<file path="config.mk">
export PLATFORM = sky130hd
export DESIGN_NAME = axis_cic_interpolator
export DESIGN_NICKNAME = d
export VERILOG_FILES = /design/src/rtl/axis_cic_interpolator.sv
export SDC_FILE = /design/constraint.sdc
export NUM_CORES = 1
export LEC_CHECK = 0
export ABC_AREA = 1
export CAP_MARGIN = 30
export CORE_UTILIZATION = 57
export DETAILED_ROUTE_END_ITERATION = 8
export GPL_ROUTABILITY_DRIVEN = 0
export GPL_TIMING_DRIVEN = 1
export PLACE_DENSITY = 0.77
export SYNTH_ARGS = -nofsm -noshare
export SYNTH_HDL_FRONTEND = slang
export SYNTH_SLANG_ARGS = --single-unit
</file>
<file path="constraint.sdc">
create_clock -name aclk -period 5.5 [get_ports aclk]
set_input_delay 0.55 -clock aclk [delete_from_list [all_inputs] [get_ports aclk]]
set_output_delay 0.55 -clock aclk [all_outputs]
set_load 0.02 [all_outputs]
</file>
<file path="src/rtl/axis_cic_interpolator.sv">
//-----------------------------------------------------------------------------
// Module  : axis_cic_interpolator
// Purpose : N-stage CIC interpolator (R = 2**LOG2_R) with AXI-Stream ports.
//           Optional macro AXIS_CIC_INTERP_ROUND_EN selects round-half-up output.
// Revision: 1.0
//-----------------------------------------------------------------------------
`default_nettype none

module axis_cic_interpolator #(
   parameter int WIDTH  = 16,
   parameter int N      = 3,
   parameter int LOG2_R = 4
) (
   input  logic             aclk,
   input  logic             arst_n,
   input  logic [WIDTH-1:0] s_axis_data_tdata,
   input  logic             s_axis_data_tvalid,
   output logic             s_axis_data_tready,
   output logic [WIDTH-1:0] m_axis_data_tdata,
   output logic             m_axis_data_tvalid,
   input  logic             m_axis_data_tready
);

   localparam int WI    = WIDTH + N*LOG2_R;
   localparam int SHIFT = (N-1)*LOG2_R;
   localparam logic [LOG2_R-1:0] PHASE_LAST = '1;
   localparam logic signed [WI-1:0] RND = WI'((2**SHIFT)/2);

   localparam logic [0:0] S_IDLE = 1'b0;
   localparam logic [0:0] S_RUN  = 1'b1;

   logic [0:0]              state_q, state_d;
   logic [LOG2_R-1:0]       phase_q, phase_d;
   logic                    step, accept, last;

   logic signed [WI-1:0]    comb_c     [N+1];
   logic signed [WI-1:0]    comb_dly_q [N];
   logic signed [WI-1:0]    comb_out_q;
   logic signed [WI-1:0]    integ_q    [N];
   logic signed [WI-1:0]    integ_d    [N];
   logic signed [WI-1:0]    stuffed, out_full;

   logic [WIDTH-1:0]        m_tdata_q, m_tdata_d;
   logic                    m_tvalid_q;

   assign last   = (phase_q == PHASE_LAST);
   assign accept = s_axis_data_tvalid && s_axis_data_tready;

   always_ff @(posedge aclk) begin
      if (!arst_n) state_q <= S_IDLE;
      else         state_q <= state_d;
   end

   always_comb begin
      state_d = state_q;
      if (accept)             state_d = S_RUN;
      else if (step && last)  state_d = S_IDLE;
   end

   always_comb begin
      step               = (state_q == S_RUN) && (!m_tvalid_q || m_axis_data_tready);
      s_axis_data_tready = arst_n && ((state_q == S_IDLE) || (step && last));
   end

   assign comb_c[0] = {{(WI-WIDTH){s_axis_data_tdata[WIDTH-1]}}, s_axis_data_tdata};

   for (genvar k = 0; k < N; k++) begin : g_comb
      assign comb_c[k+1] = comb_c[k] - comb_dly_q[k];
   end

   // Zero-stuffing: only phase 0 of each input period injects the comb output.
   assign stuffed    = (phase_q == '0) ? comb_out_q : '0;
   assign integ_d[0] = integ_q[0] + stuffed;

   for (genvar k = 1; k < N; k++) begin : g_integ
      assign integ_d[k] = integ_q[k] + integ_d[k-1];
   end

`ifdef AXIS_CIC_INTERP_ROUND_EN
   assign out_full = integ_d[N-1] + RND;
`else
   assign out_full = integ_d[N-1];
`endif
   assign m_tdata_d = WIDTH'(out_full >>> SHIFT);

   always_comb begin
      phase_d = phase_q;
      if (step)   phase_d = phase_q + 1'b1;
      if (accept) phase_d = '0;
   end

   always_ff @(posedge aclk) begin
      if (!arst_n) begin
         comb_out_q <= '0;
         phase_q    <= '0;
         m_tdata_q  <= '0;
         m_tvalid_q <= 1'b0;
         for (int k = 0; k < N; k++) begin
            comb_dly_q[k] <= '0;
            integ_q[k]    <= '0;
         end
      end else begin
         phase_q <= phase_d;
         if (accept) begin
            comb_out_q <= comb_c[N];
            for (int k = 0; k < N; k++) comb_dly_q[k] <= comb_c[k];
         end
         if (step) begin
            m_tdata_q  <= m_tdata_d;
            m_tvalid_q <= 1'b1;
            for (int k = 0; k < N; k++) integ_q[k] <= integ_d[k];
         end
      end
   end

   assign m_axis_data_tdata  = m_tdata_q;
   assign m_axis_data_tvalid = m_tvalid_q;

endmodule

`default_nettype wire

</file>
* Word-level counts from Yosys, hierarchy flattened *
Memories as Yosys holds them, arrays and structs flattened.
Index checks and enable logic that the tools add are counted.

cells by class
  add/sub/neg operators = 7
  equality and inequality tests = 1
  multiplexer cells = 16
  bitwise operators = 8
  reduce and logical (&&, ||, !) cells = 10

operators by type and width
  kind                   number
  $mux W28               7
  $add A28 B28 Y28       3
  $sub A28 B28 Y28       2
  $sub A16 B28 Y28       1
  $mux W1                9
  $or A1 B1 Y1           6
  $add A4 B1 Y4 const B  1
  $eq A4 B4 Y1 const B   1
  $logic_and A1 B1 Y1    4
  $logic_not A4 Y1       1
  $logic_or A1 B1 Y1     2
  $not A1 Y1             2
  $reduce_bool A2 Y1     1
  $reduce_or A2 Y1       1
  $logic_not A1 Y1       1

storage, ports and cells
  register bits after elaboration = 50
  RAM bits = 168
  output and inout port bits = 18
  word-level logic and storage cells = 49
  memories = 2

memory list
  memory      depth  width  read ports  clocked after memory_dff  write ports  RTL line  text
  comb_dly_q  3      28     3           0                         3            37        logic signed [WI-1:0] comb_dly_q [N];
  integ_q     3      28     3           0                         3            39        logic signed [WI-1:0] integ_q [N];

* Longest topological paths before layout *
  depth after elaboration = 11
  depth in mapped cells = 36
  mapped depth without buffers = 36

* Least setup slack after synthesis *
No wires, ideal clock.

  kind = register -> register
  start = register phase_q[0]
  end = memory integ_q[0][78] (netlist name) (data pin)
  setup time = 0.255 ns
  arrival time = 4.936 ns
  required time = 5.245 ns
  setup slack = 0.309 ns
  stages on the path, launching flop included = 34
  clock period less this slack = 5.191 ns
  cell sequence = dfxtp_1 inv_1 ha_1 nand3_1 clkbuf_1 nor2_1 ha_1 a21oi_1 o21ai_1 a21oi_2 o21ai_2 a21boi_2 o21ai_1 xnor2_1 inv_1 ha_1 a21o_1 nor2_1 o21ai_1 a21oi_1 o21ai_2 nand3_1 nand2_1 xor2_1 ha_1 a21o_1 inv_1 o21ai_0 a21oi_1 nand3_1 nand3_1 nand2_1 nor2_1 nor2_1

RTL lines
  what                    RTL line  text
  from (decl)             33        logic [LOG2_R-1:0] phase_q, phase_d;
  from (signal assigned)  103       phase_q <= phase_d;
  to (decl)               39

==> impl_metrics.env <==
export IMPL_cts_buffer_depth=2
export IMPL_avgSynthCellArea_um2=7.81
export IMPL_synth_common_cells="inv_1 (327), nand2_1 (315), nor2_1 (213)"
export IMPL_ir_drop_uv=483
export IMPL_power_density_nw_per_um2=595
export IMPL_cp_slowest_stage_delay_ps=340
export IMPL_critPathKind="reg2reg"
export IMPL_clk_latency_ps=450
export IMPL_std_cell_rows=56
export IMPL_worstPathArrival_ps=5610
export IMPL_diodes=0
export IMPL_critPathLaunchType="flop"
export IMPL_antenna_found_initial=0
export IMPL_wl_per_cell_um=14.5
export IMPL_fin_crit_sh_pct=98.2
export IMPL_synth_net_count=1919
export IMPL_yosysSeqAreaShare_pct=36.4
export IMPL_r2r_setup_slack_ps=100
export IMPL_grt_start_max_net_pins=84
export IMPL_worst_ep_required_time_ps=5710
export IMPL_outcome="completed"
export IMPL_num_vias=11905
export IMPL_core_area_um2=23500
export IMPL_place_port_buffers=37
export IMPL_relSlewSlack_pct=41.7
export IMPL_routed_via_density=5.28
export IMPL_wirelength_um=32700
export IMPL_antenna_left=0
export IMPL_ys_types=56
export IMPL_synth_edf_count=136
export IMPL_netlist_area_um2=13700
export IMPL_yosysWarnings=0
export IMPL_drive_gt1_share_pct=17.4
export IMPL_synth_seq_cells=182
export IMPL_first_iter_violations=819
export IMPL_fin_cells=2256
export IMPL_post_place_ws_ps=-227
export IMPL_met2_usage_pct=48.3
export IMPL_ys_flop_type="edfxtp_1"
export IMPL_grt_overflow_total=0
export IMPL_htreeDepth=4
export IMPL_setup_tns_final_ps=0
export IMPL_cap_violations=0
export IMPL_hold_class="reg2reg"
export IMPL_final_nets=2085
export IMPL_die_area_um2=24700
export IMPL_finalPower_mw=9.90
export IMPL_worst_slack_ps=99.5
export IMPL_first_pass_iters=6
export IMPL_cts_clk_slew_worst_paths_ps=70
export IMPL_start_util_pct=58.3
export IMPL_ys_top_cells_by_area="edfxtp_1 (30%), ha_1 (12%), inv_1 (8.9%)"
export IMPL_synth_top_cell_area_share_pct=29.7
export IMPL_fillers=1783
export IMPL_grt_pass1_wl_um=52100
export IMPL_period_minus_slack_ps=5400
export IMPL_synth_top_area_cell="edfxtp_1"
export IMPL_async_reset_ff_share_pct=0
export IMPL_die_y_um=157
export IMPL_grtUsageTotal_pct=26.4
export IMPL_io_pins=38
export IMPL_drcViolationCount=0
export IMPL_worst_path_max_delay_cell="dfxtp_2"
export IMPL_worstSetupEndpointType="flop"
export IMPL_regArea_um2=5010
export IMPL_setup_viol=0
export IMPL_critPathMaxFanout=8
export IMPL_worstMarginPinSlew_ps=874
export IMPL_slew_violations=0
export IMPL_finalHoldViolations=0
export IMPL_syn_inst=1758
export IMPL_cts_tree="built"
export IMPL_cts_buffers_inserted=17
export IMPL_multi_input_area_um2=7980
export IMPL_met1_usage_pct=30.3
export IMPL_grt_pass1_vias=11623
export IMPL_dieWidth_um=157
export IMPL_met3_usage_pct=3.58
export IMPL_area_delta_synth_final_pct=21.2
export IMPL_fmax_mhz=185
export IMPL_dpl_hpwl_um=23400
export IMPL_top_usage_layer="met2"
export IMPL_fin_skew_ps=15.0
export IMPL_dpl_cell_count=2203
export IMPL_leakagePower_nw=8.18
export IMPL_cts_sinks=182
export IMPL_cts_root_buf="clkbuf_16"
export IMPL_yosysMostFrequentCell="inv_1"
[cells in the final DEF, fill, tap and decap left out, types with 5 or more instances in the layout]
master           count
nand2_1            309
ha_1               118
nand3b_1             5
clkdlybuf4s50_1     37
o22ai_1              9
buf_4              128
o21ai_0             67
nor3_1              10
o21ai_1             11
nand3_1             62
clkbuf_16           19
nand4_1             15
nor2_2              10
xor2_1              54
xor2_2              11
a31oi_1              5
dfxtp_1             45
and2_1              11
edfxtp_1           136
ha_4                16
a21o_1              12
nor3_2               5
nand2_2             21
inv_2                7
a21oi_2             25
o21bai_2             5
inv_1              326
a21oi_1            114
a21boi_2             7
nor2_1             208
nand3_2             11
a31o_2               8
o21a_1               5
o21bai_1             8
xnor2_1             17
o21ai_2             14
[timing repair]
action,4_1_cts,5_1_grt
hold buffers,0,0
setup buffers,6,15
pin swaps,3,42
endpoints found under the setup margin,7,26
gates resized for setup,12,96
[area by class of cell]
type | instances | area share [%]
clock buffers | 20 | 2.88
clock inverters | 12 | 0.827
inverters | 334 | 7.53
multi-input cells | 1220 | 47.9
flip-flops and latches | 182 | 30.1
well taps | 319 | 2.40
repair buffers | 169 | 8.37
[sequential cells by signal, summed over array words and instances, names as in the netlist]
register            cells
comb_out_q             24
integ_q                72
phase_q                 4
comb_dly_q             64
state_q                 1
m_axis_data_tvalid      1
m_axis_data_tdata      16
[critical path, delay by kind of cell, from the launching register on]
kind                     cells  cell delay (ps)
flip-flops                   1              340
XOR/XNOR                     2              460
adder cells (fa/ha/maj)      4             1030
buffers and inverters        7              860
AND/OR/NAND/NOR              9              880
AO/OA/AOI/OAI               10             1600
[through the flow]
stage | cell area [um^2] | hold WS [ps] | utilization [%]
3_3_place_gp | 15200 | 437 | 64.7
4_1_cts | 16000 | 457 | 67.8
5_1_grt | 16600 | 471 | 70.7
6_report | 16600 | 460 | 70.7
3_5_place_dp | 15300 | 446 | 64.8
2_1_floorplan | 13700 | 429 | -
[worst paths after layout]
| kind | from | endpoint | cells after the start |
|---|---|---|---|
| hold / removal | m_axis_data_tdata[8]$_SDFFE_PN0P_ | m_axis_data_tdata[8]$_SDFFE_PN0P_ | 2 |
| hold reg to reg | m_axis_data_tdata[8]$_SDFFE_PN0P_ | m_axis_data_tdata[8]$_SDFFE_PN0P_ | 2 |
| setup / recovery | phase_q[0]$_SDFFE_PP0P_ | integ_q[0][79]$_SDFFCE_PN0P_ | 32 |
| setup reg to reg | phase_q[0]$_SDFFE_PP0P_ | integ_q[0][79]$_SDFFCE_PN0P_ | 32 |
[per-layer routing]
| layer | wire length (um) | share of wire [%] |
|---|---|---|
| met5 | 0 | 0 |
| met4 | 1330 | 4.1 |
| met3 | 1000 | 3.1 |
| met2 | 16600 | 51 |
| met1 | 13700 | 42 |
[cells by family after synthesis]
family / after synthesis / share of synthesized area, %
compound gates: 308 / 13.7
xor+xnor: 88 / 5.72
fa+ha+maj: 141 / 13.2
buf+inv: 356 / 9.88
flops: 182 / 36.4
simple gates: 683 / 21.1
[report_power, final]
part           switching, mW  total, mW  leakage, nW  internal (mW)
Combinational           3.90       6.72         6.05           2.82
Sequential             0.104       1.88         1.82           1.77
Clock                  0.571       1.30        0.309          0.732
No activity file was read; power rests on OpenSTA's default activity.
